==> src/rtl/mem_burst_reader.sv <==
// Burst read initiator for the simple dual-port RAM: issues rden/rdaddress, absorbs the 1-cycle read
// latency in a 2-entry buffer and streams words out on valid/ready. MEM_BURST_WRAP_EN enables line wrap.
module mem_burst_reader #(
  parameter int WIDTH = 8,
  parameter int DEPTH = 64,
  parameter int LEN_W = 4,
  parameter int LINE  = 4,
  localparam int AW   = $clog2(DEPTH)
) (
  input  logic             clock,
  input  logic             reset_n,
  input  logic             req_valid,
  output logic             req_ready,
  input  logic [AW-1:0]    req_addr,
  input  logic [LEN_W-1:0] req_len,
  output logic [AW-1:0]    mem_rdaddress,
  output logic             mem_rden,
  input  logic [WIDTH-1:0] mem_q,
  output logic             out_valid,
  input  logic             out_ready,
  output logic [WIDTH-1:0] out_data,
  output logic             out_last,
  output logic             busy
);

  typedef enum logic {S_IDLE, S_BUSY} state_t;

  state_t           r_state, w_state_next;
  logic [AW-1:0]    r_addr, w_addr_next;
  logic [LEN_W:0]   r_issue_left, r_deliver_left;
  logic             r_inflight;
  logic [WIDTH-1:0] r_buf [0:1];
  logic             r_wr_ptr, r_rd_ptr;
  logic [1:0]       r_count;
  logic             w_pop, w_rden, w_accept;
  logic [2:0]       w_occ;

  if (LINE < 1 || LINE > DEPTH || (1 << AW) != DEPTH) begin : g_param_check
    $error("mem_burst_reader: DEPTH must be a power of two and LINE within 1..DEPTH");
  end

`ifdef MEM_BURST_WRAP_EN
  localparam int LB = $clog2(LINE);
  logic [LB-1:0] w_line_off;
  assign w_line_off  = r_addr[LB-1:0] + 1'b1;
  assign w_addr_next = {r_addr[AW-1:LB], w_line_off};
`else
  assign w_addr_next = r_addr + 1'b1;
`endif

  assign out_valid     = (r_count != 2'd0);
  assign out_data      = out_valid ? r_buf[r_rd_ptr] : '0;
  assign out_last      = out_valid & (r_deliver_left == (LEN_W+1)'(1));
  assign w_pop         = out_valid & out_ready;
  assign w_occ         = {1'b0, r_count} + {2'b00, r_inflight};
  assign mem_rden      = w_rden;
  assign mem_rdaddress = r_addr;

  always_ff @(posedge clock or negedge reset_n) begin
    if (!reset_n) r_state <= S_IDLE;
    else          r_state <= w_state_next;
  end

  always_comb begin
    w_state_next = r_state;
    req_ready    = 1'b0;
    busy         = 1'b0;
    w_rden       = 1'b0;
    w_accept     = 1'b0;
    case (r_state)
      S_IDLE: begin
        req_ready = 1'b1;
        if (req_valid) begin
          w_accept     = 1'b1;
          w_state_next = S_BUSY;
        end
      end
      S_BUSY: begin
        busy = 1'b1;
        // Words already buffered or in flight, less this cycle's pop, must leave a free slot.
        if (r_issue_left != '0 && w_occ <= 3'd1 + {2'b00, w_pop})
          w_rden = 1'b1;
        if (w_pop && out_last)
          w_state_next = S_IDLE;
      end
      default: w_state_next = S_IDLE;
    endcase
  end

  always_ff @(posedge clock or negedge reset_n) begin
    if (!reset_n) begin
      r_addr         <= '0;
      r_issue_left   <= '0;
      r_deliver_left <= '0;
      r_inflight     <= 1'b0;
      r_wr_ptr       <= 1'b0;
      r_rd_ptr       <= 1'b0;
      r_count        <= 2'd0;
    end else begin
      if (w_accept) begin
        r_addr         <= req_addr;
        r_issue_left   <= (LEN_W+1)'(req_len) + 1'b1;
        r_deliver_left <= (LEN_W+1)'(req_len) + 1'b1;
      end else begin
        if (w_rden) begin
          r_addr       <= w_addr_next;
          r_issue_left <= r_issue_left - 1'b1;
        end
        if (w_pop)
          r_deliver_left <= r_deliver_left - 1'b1;
      end
      r_inflight <= w_rden;
      if (r_inflight)
        r_wr_ptr <= ~r_wr_ptr;
      if (w_pop)
        r_rd_ptr <= ~r_rd_ptr;
      case ({r_inflight, w_pop})
        2'b10:   r_count <= r_count + 2'd1;
        2'b01:   r_count <= r_count - 2'd1;
        default: r_count <= r_count;
      endcase
    end
  end

  // Storage needs no reset: reads are gated by r_count.
  always_ff @(posedge clock) begin
    if (r_inflight)
      r_buf[r_wr_ptr] <= mem_q;
  end

endmodule

==> config.mk <==
export PLATFORM = sky130hd
export DESIGN_NAME = mem_burst_reader
export DESIGN_NICKNAME = d
export VERILOG_FILES = /design/src/rtl/mem_burst_reader.sv
export SDC_FILE = /design/constraint.sdc
export NUM_CORES = 1
export LEC_CHECK = 0
export ABC_AREA = 1
export CAP_MARGIN = 30
export CORE_MARGIN = 8
export CORE_UTILIZATION = 46
export DETAILED_ROUTE_END_ITERATION = 16
export HOLD_SLACK_MARGIN = 0.03
export PLACE_DENSITY_LB_ADDON = 0.2
export SYNTH_ARGS = -nofsm -noshare
export SYNTH_HDL_FRONTEND = slang
export SYNTH_SLANG_ARGS = --single-unit
==> constraint.sdc <==
create_clock -name clock -period 5.5 [get_ports clock]
set_input_delay 1.1 -clock clock [delete_from_list [all_inputs] [get_ports clock]]
set_output_delay 1.1 -clock clock [all_outputs]
set_load 0.01 [all_outputs]
Yosys cells after proc, flatten, opt, wreduce, memory -nomap -nowiden
Memories as Yosys holds them, arrays and structs flattened. Cells that the tools add are included.

Bits in writable memories: 16. Output and inout bits: 19. Bits in registers: 22. Memories: 1. Word-level logic and storage cells: 51.

Memories: r_buf (words 2, bits a word 8, rd ports 1, clocked after Yosys merged registers in 0, wr ports 1, line 32) `logic [WIDTH-1:0] r_buf [0:1];`.

Reduce and logical (&&, ||, !) cells: 7. Eq/ne operators: 3. Muxes and demuxes: 18. Add/subtract/negate cells: 8. Bitwise operators: 5. Order comparisons: 1.

Operator list (number): 2-to-1 mux 5 bit (4); 2-to-1 mux 6 bit (2); subtractor 5 x 1 -> 5 bit (second input constant) (2); 2-to-1 mux 1 bit (9); 2-to-1 mux 8 bit (1); nonzero test 2 bit (4); adder 6 x 1 -> 6 bit (second input constant) (1); adder 4 x 1 -> 5 bit (second input constant) (1); equality test 5 x 1 -> 1 bit (second input constant) (1); nonzero test 5 bit (1); one-hot mux 2 bit (2 select lines) (1); adder 2 x 1 -> 3 bit (1); less-or-equal comparator 3 x 2 -> 1 bit (1); NOT 1 bit (3); adder 1 x 1 -> 2 bit (first input constant) (1); adder 2 x 1 -> 2 bit (second input constant) (1); AND 1 bit (2); equality test 2 x 1 -> 1 bit (second input constant) (1); equality test 2 bit (second input constant) (1); logical AND 1 bit (2); one-hot mux 1 bit (2 select lines) (1); subtractor 2 x 1 -> 2 bit (second input constant) (1).

Depth between registers and ports, before layout
Depth in word-level cells: 9. Gate-level depth with buffers: 13. Gate-level depth less buffers: 13.

Worst setup path after synthesis
OpenSTA, ideal clock, no wires.

Kind: in2out. From: in out_ready. To: out mem_rden. Data arrival time: 2.328 ns. Stages on the path: 10. Path buffers: 1. Setup slack: 2.072 ns. Required time: 4.400 ns. Cell sequence: nand2_4 > inv_1 > fa_1 > inv_1 > nand3b_1 > nand2_1 > nand2_1 > nand2_4 > buf_6 > inv_1.

Word-level cells in the longest chain between the ends: 6.

Ends and longest elaborated chain: start, declared (line 20) `input logic out_ready,`; AND 1 bit (line 54) `assign w_pop = out_valid & out_ready;`; net w_pop (line 35) `logic w_pop, w_rden, w_accept;`; adder 1 x 1 -> 2 bit (line 81) `if (r_issue_left != '0 && w_occ <= 3'd1 + {2'b00, w_pop})`; less-or-equal comparator 3 x 2 -> 1 bit (line 81); logical AND 1 bit (line 81); 2-to-1 mux 1 bit (line 81); 2-to-1 mux 1 bit (line 70) `case (r_state)`; end, declared (line 17) `output logic mem_rden,`.

The timed path passes the listed nets, and every way through them passes these cells.

Final worst setup path
Ends and elaborated chain as after synthesis.

==> results.py <==
metrics = {
    "logic_synthesis": {
        "postSynthCellCount": 252,
        "yosys.area_share.simple_pct": 29.0,
        "net_count_after_synthesis": 283,
        "postSynthAreaPerCell_um2": 8.40,
        "synth_seq_cells": 38,
        "synth_adder_area_share_pct": 5.67,
        "post-synth-top-area-cell": "dfrtp_1",
        "post_synth_xor_area_fraction_pct": 2.42,
        "synth_top_family_by_area": "simple AND/OR/NAND/NOR gates",
        "synthesis.area_mm2": 0.00212,
        "yosys.area.top_type_share_pct": 26.0,
        "synth.area.top_cells": "dfrtp_1, edfxtp_1, nand2_1, nand3_1, inv_1",
        "netlist-cell-type-count": 28,
        "synth.area.mux_share_pct": 0,
        "seq_area_frac_synth_pct": 48.7,
        "synth_compound_gate_area_share_pct": 5.85,
        "synth.yosys.warnings": 0,
    },
    "global_route": {
        "grt_antenna_before_repair": 0,
        "grt_start_max_net_pins": 27,
        "first_global_vias": 1670,
        "grt_pass1_wl_um": 7530,
        "global_route_total_overflow": 0,
        "grt_use_total_pct": 12.7,
    },
    "setup_path": {
        "endpoint_class_of_the_critical_path": "output port",
        "worst_ep_arrival_time_ns": 3.37,
        "flop2flop_setup_slack_ns": 3.29,
        "worstPathRequired_ns": 4.40,
        "timing.critical_path.from_type": "input port",
        "path_max_fanout": 12,
        "crit_type": "in2out",
    },
    "cts": {
        "tritoncts_buffers": 5,
        "tritoncts": "built",
        "clkSlewWorstSetupHoldPaths_ns": 0.08,
        "insertion_delay_ns": 0.29,
        "cts_setup_buffers": 0,
        "clk_path_buf_depth": 2,
        "cts.sinks": 38,
        "cts_root_buffer_type": "clkbuf_8",
        "post_cts_resize_count": 0,
        "htreeDepth": 2,
        "ctsHoldBuffers": 0,
    },
    "power_and_ir_drop": {
        "peakVddDrop_v": 0.000301,
        "swShare_pct": 42.4,
        "netSwitchingPower_mw": 0.726,
        "clock_power_share_pct": 16.6,
        "power.density_cell_area_mw_per_mm2": 637,
        "cell_internal_pwr_mw": 0.987,
        "seqPwrFrac_pct": 30.5,
        "power.static_leakage_nw": 1.28,
        "comb_power_share_pct": 53.0,
    },
    "die": {
        "start_util_pct": 48.3,
        "ios": 41,
        "die-area_mm2": 0.00703,
        "die_y_um": 83.8,
        "placementRows": 24,
        "floorplan.core_area_mm2": 0.00438,
        "die_w_um": 83.8,
    },
    "detailed_routing": {
        "detail_route.wirelength_um": 4390,
        "detail_route.vias_per_cell": 4.97,
        "post_route_drc_violation_count": 0,
        "drt_first_iter_violations": 71,
        "wl_per_cell_um": 12.6,
        "ant_nets": 0,
        "first_pass_drt_iterations": 4,
        "vias": 1729,
    },
    "sta": {
        "setup-violations-final": 0,
        "finClkSkew_ns": 0.00389,
        "max_freq_mhz": 224,
        "period_minus_slack_ns": 4.47,
        "worstMarginPinSlew_ns": 0.669,
        "hold-worst-slack_ns": 0.501,
        "worst_slack_ns": 1.03,
        "maxSlewHeadroom_pct": 55.2,
        "setup_repair_after_global_routing_missed_its_margin": "no",
        "setup_tns_ns": 0,
        "final-max-slew-violation-count": 0,
        "min_period_over_period_pct": 81.2,
        "final_hold_viol_count": 0,
    },
    "finish": {
        "mostFrequentLayoutCell": "nand2_1",
        "final_layout_size_suffix_gt1_share_pct": 8.45,
        "syn2layout_area_growth_pct": 27.1,
        "antennaDiodeCount": 0,
        "design.final.nets": 326,
        "final_cells": 348,
        "layout_common_cells": "nand2_1, clkdlybuf4s50_1, inv_1",
    },
    "job": {
        "timing.max_cap.violations": 0,
    },
    "placement": {
        "gpl_congestion": 0.846,
        "placedCellCount": 340,
        "numPortBuffers": 40,
        "pre_cts_setup_slack_ns": 1.04,
        "place_hpwl_um": 3190,
    },
    "outcome": {
        "run_status": "complete, no violations",
    },
    "worst_hold_path": {
        "hp-class": "reg2reg",
    },
}
## power by group through the flow
stage	sequential (mW)	clock [mW]	combinational [mW]
4_1_cts	0.523	0.292	0.925
6_report	0.522	0.284	0.907
3_5_place_dp	0.529	0	0.913
5_1_grt	0.539	0.301	1.04
2_1_floorplan	0.508	0	0.645
3_3_place_gp	0.526	0	0.891
## state kept, by name (all words and copies together), names as in the netlist
| signal | flops |
|---|---|
| mem_rdaddress | 6 |
| r_buf | 16 |
| r_count | 2 |
| r_deliver_left | 5 |
| r_inflight | 1 |
| r_issue_left | 5 |
| r_rd_ptr | 1 |
| r_state | 1 |
| r_wr_ptr | 1 |
## cell usage after synthesis
master	instances
nand2_1	77
inv_1	29
nand3_1	25
dfrtp_1	22
nor2_1	18
edfxtp_1	16
o21ai_0	11
a21oi_1	10
ha_1	8
nand2_4	5
inv_2	4
xor2_1	4
buf_6	3
buf_2	2
nand3_2	2
nand4_1	2
nor3_1	2
or2_2	2
a31oi_1	1
clkinv_1	1
fa_1	1
inv_4	1
nand2_2	1
nand3b_1	1
o21ai_1	1
o21bai_1	1
or2_1	1
xor2_2	1
## per-layer routing
metal	vias up	GRT usage (%)	part of all wire (%)
met1	805	15.0	44
met5	-	0	0
li1	888	-	-
met3	4	3.71	4.2
met4	0	3.92	0.57
met2	32	21.5	51
## area by class of cell
class / count / area (um2)
tap: 52 / 65.1
inverter: 35 / 134
fill: 387 / 1690
multi-input combinational: 174 / 908
sequential: 38 / 1030
timing repair buffer: 41 / 415
clock buffer: 5 / 68.8
clock inverter: 3 / 68.8
## path summary, 6_finish.rpt
path                            startpoint                end  cells after the start
worst max register to register  r_count[1]    r_issue_left[2]                     13
worst min-delay path              r_wr_ptr           r_wr_ptr                      1
worst min register to register    r_wr_ptr           r_wr_ptr                      1
min in group asynchronous          reset_n  r_deliver_left[1]                      1
worst max-delay path             out_ready           mem_rden                     11
max in group asynchronous          reset_n    r_issue_left[1]                      2
## metrics by stage
stage                     total power [mW]  instance area, um2  utilization (%)
after floorplan                       1.15                2120                -
after global placement                1.42                2540             57.9
after detailed placement              1.44                2550             58.2
after CTS                             1.74                2690             61.4
after global routing                  1.88                2690             61.4
final                                 1.71                2690             61.4
## logic make-up after synthesis
logic type      Yosys count
fa+ha+maj                 9
simple gates            136
xor+xnor                  5
buf+inv                  40
flops                    38
compound gates           24
## critical path, cell delays in order
cell and delay [ns]:
clkdlybuf4s50_1 0.44, nand2_4 0.15, inv_1 0.09, fa_1 0.50, inv_1 0.05, nand3b_1 0.09
nand2_1 0.05, nand2_1 0.11, nand2_4 0.13, inv_1 0.10, clkdlybuf4s50_1 0.54
(Power assumes the default switching activity.)
